File: src/rtl/lane_serializer.sv
// Lane serializer: holds one multi-lane word and emits its lanes one beat at a time.
// Optional macro LANE_SERIALIZER_MSB_FIRST_EN reverses the mode-0 lane order.
module lane_serializer #(
   parameter int LANE_W = 8,
   parameter int LANES  = 4,
   parameter int SEL_W  = $clog2(LANES)
) (
   input  logic                    clk,
   input  logic                    rst_n,
   input  logic [LANES*LANE_W-1:0] in_data,
   input  logic                    in_valid,
   output logic                    in_ready,
   input  logic                    mode,
   input  logic [SEL_W-1:0]        sel,
   output logic [LANE_W-1:0]       out_data,
   output logic                    out_valid,
   input  logic                    out_ready,
   output logic [SEL_W-1:0]        out_lane,
   output logic                    out_last
);

   typedef enum logic {IDLE = 1'b0, SEND = 1'b1} state_t;

   localparam logic [SEL_W-1:0] TOP_LANE = SEL_W'(LANES - 1);
`ifdef LANE_SERIALIZER_MSB_FIRST_EN
   localparam logic [SEL_W-1:0] FIRST_LANE = TOP_LANE;
   localparam logic [SEL_W-1:0] END_LANE   = '0;
`else
   localparam logic [SEL_W-1:0] FIRST_LANE = '0;
   localparam logic [SEL_W-1:0] END_LANE   = TOP_LANE;
`endif

   state_t                  state;
   state_t                  state_next;
   logic [LANES*LANE_W-1:0] word_q;
   logic                    mode_q;
   logic [SEL_W-1:0]        lane_q;
   logic [SEL_W-1:0]        lane_step;
   logic [SEL_W-1:0]        sel_clamped;
   logic                    accept;
   logic                    beat_done;
   logic                    last_done;

   always_ff @(posedge clk or negedge rst_n) begin
      if (!rst_n) begin
         state <= IDLE;
      end else begin
         state <= state_next;
      end
   end

   // Accepting a word on the last-beat cycle keeps SEND, so words flow back to back.
   always_comb begin
      state_next = state;
      out_valid  = (state == SEND);
      out_last   = (state == SEND) && (mode_q || (lane_q == END_LANE));
      beat_done  = out_valid && out_ready;
      last_done  = beat_done && out_last;
      in_ready   = (state == IDLE) || last_done;
      accept     = in_valid && in_ready;
      case (state)
         IDLE: begin
            if (accept) begin
               state_next = SEND;
            end
         end
         SEND: begin
            if (last_done && !accept) begin
               state_next = IDLE;
            end
         end
         default: state_next = IDLE;
      endcase
   end

   // Out-of-range selects fall back to the top lane.
   always_comb begin
      sel_clamped = TOP_LANE;
      for (int i = 0; i < LANES; i++) begin
         if (sel == SEL_W'(i)) begin
            sel_clamped = sel;
         end
      end
   end

`ifdef LANE_SERIALIZER_MSB_FIRST_EN
   assign lane_step = lane_q - SEL_W'(1);
`else
   assign lane_step = lane_q + SEL_W'(1);
`endif

   always_ff @(posedge clk or negedge rst_n) begin
      if (!rst_n) begin
         word_q <= '0;
         mode_q <= 1'b0;
         lane_q <= '0;
      end else if (accept) begin
         word_q <= in_data;
         mode_q <= mode;
         lane_q <= mode ? sel_clamped : FIRST_LANE;
      end else if (beat_done && !out_last) begin
         lane_q <= lane_step;
      end
   end

   // Output lane is muxed purely from the held word, never from in_data.
   always_comb begin
      out_data = '0;
      for (int i = 0; i < LANES; i++) begin
         if (lane_q == SEL_W'(i)) begin
            out_data = word_q[i*LANE_W +: LANE_W];
         end
      end
   end

   assign out_lane = lane_q;

endmodule

File: config.mk
export PLATFORM = sky130hd
export DESIGN_NAME = lane_serializer
export DESIGN_NICKNAME = d
export VERILOG_FILES = /design/src/rtl/lane_serializer.sv
export SDC_FILE = /design/constraint.sdc
export NUM_CORES = 1
export LEC_CHECK = 0
export CORE_AREA = 2 2 66 68
export DETAILED_ROUTE_END_ITERATION = 10
export DIE_AREA = 0 0 68 70
export GPL_ROUTABILITY_DRIVEN = 0
export PLACE_DENSITY = 0.75
export SLEW_MARGIN = 20
export SYNTH_ARGS = -nofsm -noshare
export SYNTH_HDL_FRONTEND = slang
export SYNTH_SLANG_ARGS = --single-unit
File: constraint.sdc
create_clock -name clk -period 3.3 [get_ports clk]
set_clock_uncertainty 0.1 [all_clocks]
set_input_delay 0.495 -clock clk [delete_from_list [all_inputs] [get_ports clk]]
set_output_delay 0.495 -clock clk [all_outputs]
set_load 0.01 [all_outputs]
== Word-level counts from Yosys, hierarchy flattened ==
Cells that the tools add are included.
Storage, ports and cells
  flip-flop bits (word level): 36
  latch bits: 0
  RAM bits: 0
  ROM bits: 0
  bits of input ports: 39
  word-level logic and storage cells: 39
  memories: 0
Operators by class
  add/subtract/negate cells: 1
  multipliers: 0
  divide/modulo/power cells: 0
  $lt $le $gt $ge: 0
  equal/unequal tests: 6
  shift-type cells: 0
  mux-type cells: 14
  bitwise operators: 1
  reductions and logical operators: 13
Operators with widths (count)
  8-bit two-way mux: 4
  2-bit two-way mux: 7
  2-bit equality test, second input constant: 4
  1-bit logical AND: 6
  2-bit by 1-bit equality test with 1-bit output, second input constant: 2
  2-bit logical NOT: 2
  2-bit by 1-bit adder with 2-bit output, second input constant: 1
  1-bit logical NOT: 2
  1-bit logical OR: 2
  1-bit two-way mux: 2
  1-bit one-hot mux with 2 select lines: 1
  2-bit nonzero test: 1
  1-bit NOT: 1

== Longest topological paths before layout ==
Gate-level depths: netlist (run 1).
  depth in word-level cells: 10
  depth in mapped cells: 7
  depth with buffers taken out: 5

== Worst setup path after synthesis (run 1) ==
No wires, ideal clock.
  path type: register to output
  from: reg lane_q[0] (netlist: out_lane[0])
  to: out out_data[1]
  arrival time: 1.490 ns
  data required time: 2.705 ns
  path slack: 1.215 ns
  cell stages (with the launch flop): 7
  buffers on the path: 2
  cell sequence: dfrtp_1 > inv_1 > ha_1 > clkbuf_1 > clkbuf_1 > a21oi_1 > a22o_1
Between the ends
  cells in the longest elaborated chain, start to end: 5
  elaborated cells between the ends (all ways): 8
RTL lines
  start: declaration: line 37  | logic [SEL_W-1:0] lane_q;
  start signal: assignment: line 100  | lane_q <= mode ? sel_clamped : FIRST_LANE;
  start signal: assignment: line 102  | lane_q <= lane_step;
  2-bit logical NOT: line 110  | if (lane_q == SEL_W'(i)) begin
  8-bit two-way mux (3 in a row): line 110
  8-bit two-way mux (*): line 110
  end: declaration: line 15  | output logic [LANE_W-1:0] out_data,
Every way passes the cells marked *; elsewhere a longest branch is shown, timed or not.

== Final worst setup path (run 1) ==
  from: reg lane_q[0] (netlist: out_lane[0])
  to: out out_data[3]
The elaborated chain is that of the path after synthesis.

==> results of run 1 <==
==> worst max-delay path by stage <==
stage | from | to | slack, ns | cells after the start
2_1_floorplan | out_lane[0] | out_data[1] | 1.21 | 6
3_3_place_gp | out_lane[0] | out_data[5] | 0.84 | 6
3_5_place_dp | out_lane[0] | out_data[3] | 0.73 | 6
4_1_cts | out_lane[0] | out_data[3] | 0.41 | 6
5_1_grt | out_lane[0] | out_data[3] | 0.25 | 6
6_report | out_lane[0] | out_data[3] | 0.41 | 6
==> final cells by class <==
type                    instances  area, um2
well taps                      52       65.1
clock buffers                   8       90.1
fillers                       346       1770
flip-flops and latches         36        901
multi-input cells              89        753
inverters                      10       37.5
repair buffers                 53        526
==> worst reg2reg max path, stage by stage (launching register included) <==
cell,delay (ns)
dfrtp_1,0.44
ha_1,0.64
o21ai_4,0.15
a21boi_4,0.16
buf_4,0.41
mux2_2,0.41
==> where the power goes <==
group / switching [uW] / internal [uW] / leakage, uW
logic: 467 / 629 / 0.000532
registers: 146 / 664 / 0.000421
clock network: 147 / 170 / 0.0000455
==> cells by family after synthesis <==
| family | count (synthesis) |
|---|---|
| mux | 36 |
| simple gates | 13 |
| xor+xnor | 1 |
| fa+ha+maj | 4 |
| compound gates | 35 |
| buf+inv | 19 |
| flops | 36 |
==> per-stage QoR <==
step	cells	hold slack (ns)
3_5_place_dp	240	0.383
6_report	248	0.398
2_1_floorplan	144	0.0994
5_1_grt	248	0.423
3_3_place_gp	240	0.392
4_1_cts	248	0.399
==> cells in the mapped netlist, types with 2 or more instances <==
library cell / number / share of area
mux2_1: 2 / 0.013
dfrtp_1: 36 / 0.51
nand2_1: 11 / 0.024
mux2_2: 31 / 0.20
mux2i_1: 3 / 0.017
clkbuf_1: 5 / 0.011
o21ai_0: 8 / 0.023
buf_6: 3 / 0.019
a22o_1: 8 / 0.040
a21oi_1: 16 / 0.046
inv_1: 10 / 0.021
ha_1: 4 / 0.029
==> metal layers <==
metal | wire [um] | share of wire | vias up
met1 | 1590 | 0.42 | 607
met2 | 1880 | 0.49 | 48
met5 | 0 | 0 | -
met4 | 85 | 0.022 | 0
met3 | 245 | 0.064 | 9
li1 | - | - | 603
==> flip-flops by register name, summed over array words and instances (netlist names) <==
name,cells
out_valid,1
mode_q,1
word_q,32
out_lane,2
==> results.py, run 1 <==
metrics = {
    "critical_path": {
        "required_ns": 2.70,
        "cp_top_family": "buffers and inverters",
        "end_kind": "output port",
        "timing.rr.end": "word_q[5]",
        "path_class": "reg -> out",
        "reg2reg_slack_ns": 0.87,
        "r2r-start": "out_lane[0]",
        "worstPathCellList": "inv_1 -> ha_1 -> a21oi_1 -> o21ai_0 -> a22o_1 -> clkdlybuf4s50_1",
        "max_stage_delay_ns": 0.53,
        "cp-start-kind": "register",
        "crit_fanout": 16,
        "slowest_stage": "clkdlybuf4s50_1",
        "reg2reg_depth": 5,
        "cp.arrival_ns": 2.29,
        "path_buf_inv": 2,
    },
    "synthesis": {
        "seq_area_frac_synth": 0.514,
        "synth_compound_area_frac": 0.133,
        "syn_area_per_cell_um2": 12.2,
        "yosysWarnings": 0,
        "synth_top_family_by_area": "multiplexers",
        "synth-main-ff-cell": "dfrtp_1",
        "synthesis.area_um2": 1750,
        "synthArstFlopShare": 1.00,
        "synth-edff-count": 0,
        "syn-num-nets": 187,
        "ys_ff_latch": 36,
        "synth-simple-area-share": 0.0343,
        "synth_cell_types": 19,
        "synth_mux_area_frac": 0.229,
        "synth-xor-area-share": 0.00500,
        "synthAdderAreaFrac": 0.0286,
        "netlist_instances": 144,
    },
    "placement": {
        "place_ws_ns": 0.731,
        "io_buffers": 51,
        "dpl.hpwl_mm": 2.80,
        "dpl-instance-area_um2": 2280,
    },
    "worst_hold_path": {
        "hold_class": "reg -> reg",
        "hp-start": "word_q[15]",
        "hold_depth": 1,
        "holdPathEnd": "word_q[15]",
    },
    "cts": {
        "root_buffer": "clkbuf_8",
        "clock_path_buffers": 2,
        "postCtsResizedCells": 0,
        "clock-sinks": 36,
        "cts-hold-fix-buffers": 0,
        "cts_setup_buffers": 0,
        "clock_latency_ns": 0.29,
        "cts_tree": "built",
        "htree_levels": 2,
        "clkTransAtPathRegs_ns": 0.07,
        "cts_buffers": 5,
    },
    "grt": {
        "globalRouteMet3Util": 0.0467,
        "grt_use_met2": 0.275,
        "grt_pass1_vias": 1248,
        "grt_remaining_overflow": 0,
        "grt_antenna_before_repair": 0,
        "grt_usage": 0.176,
        "busiest_layer": "met2",
        "grt_pass1_wl_mm": 6.14,
        "use_met1": 0.228,
        "grt_max_degree": 37,
    },
    "finish": {
        "layout_common_cells": "clkdlybuf4s50_1 (51), dfrtp_1 (36), mux2_2 (31), a21oi_1 (16), nand2_1 (11)",
        "syn_to_final_growth_pct": 35.4,
        "design_area_um2": 2370,
        "fin_util": 0.572,
        "final_common_cell": "clkdlybuf4s50_1",
        "fin_nets": 238,
        "diodes": 0,
        "drive_gt1_frac": 0.214,
    },
    "timing": {
        "fin_crit_sh": 0.875,
        "worst_slew_pin_slew_ns": 0.695,
        "fmax_mhz": 346,
        "finalSetupViolCount": 0,
        "relSlewSlack": 0.536,
        "rsz0062_at_grt": "no",
        "min_period_ns": 2.89,
        "slew_violations": 0,
        "final-hold-violation-count": 0,
        "fin_ws_ns": 0.413,
        "setup_tns_ns": 0,
    },
    "routing": {
        "dr.first_iter.drc_count": 76,
        "wirelength_mm": 3.81,
        "vias_per_cell": 5.11,
        "final_antenna_net_count": 0,
        "drc_errors": 0,
        "num_vias": 1267,
        "wl_per_cell_um": 15.3,
        "drt-pass1-iter-count": 4,
    },
    "die": {
        "start_util": 0.423,
        "die_w_um": 68,
        "row_count": 24,
        "pin_count": 52,
        "core_um2": 4140,
        "fp.dieH_um": 70,
        "die_area_um2": 4760,
    },
    "run_status": {
        "status": "finished clean",
    },
    "power": {
        "power.total_uw": 2220,
        "p_per_area_nw_per_um2": 937,
        "vdd_drop_max_v": 0.000482,
        "cellLeakagePower_uw": 0.000998,
    },
    "job": {
        "max-cap-violations": 0,
    },
}
Power figures use the tool's default switching activity.
==> run 2, diff against run 1 <==
CAP_MARGIN = 5   (was unset)
CORE_AREA = 2 2 74 76   (was 2 2 66 68)
DIE_AREA = 0 0 76 78   (was 0 0 68 70)
PLACE_DENSITY = unset   (was 0.75)
==> results.py, run 2 (synthesis results as in run 1) <==
metrics = {
    "grt": {
        "grt_pass1_wl_mm": 6.47,
        "grt_remaining_overflow": 0,
        "grt_usage": 0.140,
        "grt_antenna_before_repair": 0,
        "grt_pass1_vias": 1327,
        "grt_max_degree": 37,
    },
    "power": {
        "vdd_drop_max_v": 0.000400,
        "cellLeakagePower_uw": 0.00100,
        "power_switching_uw": 756,
        "p_sw_frac": 0.343,
        "internal-power_uw": 1450,
        "p_per_area_nw_per_um2": 917,
        "pwr-share-seq": 0.368,
        "power.total_uw": 2200,
        "p_clk_frac": 0.132,
        "combPwrFrac": 0.500,
    },
    "timing": {
        "worst_slew_pin_slew_ns": 0.623,
        "fin_crit_sh": 0.852,
        "final-hold-violation-count": 0,
        "fmax_mhz": 356,
        "setup_tns_ns": 0,
        "slew_violations": 0,
        "finalSetupViolCount": 0,
        "min_period_ns": 2.81,
        "rsz0062_at_grt": "no",
        "relSlewSlack": 0.584,
    },
    "die": {
        "pin_count": 52,
        "fp.dieH_um": 78,
        "start_util": 0.347,
        "row_count": 26,
        "die_w_um": 76,
        "die_area_um2": 5930,
        "core_um2": 5040,
    },
    "worst_hold_path": {
        "hold_class": "reg -> reg",
    },
    "finish": {
        "design_area_um2": 2400,
        "final_common_cell": "clkdlybuf4s50_1",
        "syn_to_final_growth_pct": 37.1,
        "fin_nets": 239,
        "layout_common_cells": "clkdlybuf4s50_1 (51), dfrtp_1 (36), mux2_2 (31), a21oi_1 (16), nand2_1 (11)",
        "drive_gt1_frac": 0.219,
        "largest_reg_flops": 32,
        "diodes": 0,
        "regMostFlops": "word_q",
    },
    "cts": {
        "cts_buffers": 5,
        "clock_path_buffers": 2,
        "root_buffer": "clkbuf_8",
        "cts-hold-fix-buffers": 0,
        "postCtsResizedCells": 0,
        "clock-sinks": 36,
        "cts_setup_buffers": 0,
        "htree_levels": 2,
        "clock_latency_ns": 0.28,
        "cts_tree": "built",
        "clkTransAtPathRegs_ns": 0.07,
    },
    "critical_path": {
        "cp-start-kind": "register",
        "cp.arrival_ns": 2.22,
        "end_kind": "output port",
        "path_buf_inv": 2,
        "slowest_stage": "clkdlybuf4s50_1",
        "worstPathCellList": "inv_1 -> ha_1 -> a21oi_1 -> o21ai_0 -> a22o_1 -> clkdlybuf4s50_1",
        "cp_top_family": "buffers and inverters",
        "required_ns": 2.70,
        "path_class": "reg -> out",
        "crit_fanout": 16,
        "max_stage_delay_ns": 0.54,
    },
    "routing": {
        "wl_per_cell_um": 14.5,
        "num_vias": 1239,
        "vias_per_cell": 4.66,
        "wirelength_mm": 3.87,
        "final_antenna_net_count": 0,
        "drc_errors": 0,
        "dr.first_iter.drc_count": 27,
        "drt-pass1-iter-count": 4,
    },
    "run_status": {
        "status": "finished clean",
    },
    "placement": {
        "io_buffers": 51,
        "dpl-instance-area_um2": 2320,
        "dpl.hpwl_mm": 2.80,
    },
    "job": {
        "max-cap-violations": 0,
    },
}
[run 2: changes by cell type in the layout (fill, tap and decap cells not counted)]
cell and delta:
clkbuf_1 -1, clkbuf_8 -1, clkinv_2 +1, buf_12 +1
[run 2: routing by layer]
layer / up-vias / GRT usage / routed length (um)
met5: - / 0 / 0
met2: 45 / 0.211 / 1760
li1: 600 / - / -
met3: 2 / 0.0523 / 265
met4: 0 / 0.0527 / 23
met1: 592 / 0.185 / 1820
[run 2: path summary, 6_finish.rpt]
| path | startpoint | end | slack, ns | cells after the start |
|---|---|---|---|---|
| setup / recovery | out_lane[0] | out_data[4] | 0.49 | 6 |
| hold / removal | word_q[10] | word_q[10] | 0.40 | 1 |
| setup reg to reg | out_lane[0] | word_q[30] | 1.11 | 5 |
| hold reg to reg | word_q[10] | word_q[10] | 0.40 | 1 |
| max in group asynchronous | rst_n | out_lane[1] | 2.25 | 2 |
| min in group asynchronous | rst_n | word_q[22] | 0.53 | 2 |
[run 2: area by class of cell]
cell class / instances / area [um2]
Fill cell: 452 / 2640
Sequential cell: 36 / 901
Multi-Input combinational cell: 89 / 753
Timing Repair Buffer: 54 / 546
Tap cell: 70 / 87.6
Clock buffer: 6 / 72.6
Inverter: 10 / 37.5
Clock inverter: 1 / 5.00
[run 2: stage by stage]
stage	hold WS, ns	cells	util	setup slack (ns)
2_1_floorplan	0.0994	144	-	1.21
5_1_grt	0.431	266	0.476	0.242
6_report	0.404	266	0.476	0.488
3_3_place_gp	0.382	259	0.461	0.820
3_5_place_dp	0.379	259	0.461	0.781
4_1_cts	0.403	266	0.476	0.447
[run 2: power groups by stage]
stage	Sequential [uW]	Clock [uW]	Combinational [uW]
6_report	811	290	1100
5_1_grt	841	322	1210
4_1_cts	811	301	1120
3_5_place_dp	814	0	1110
3_3_place_gp	809	0	1090
2_1_floorplan	774	0	694
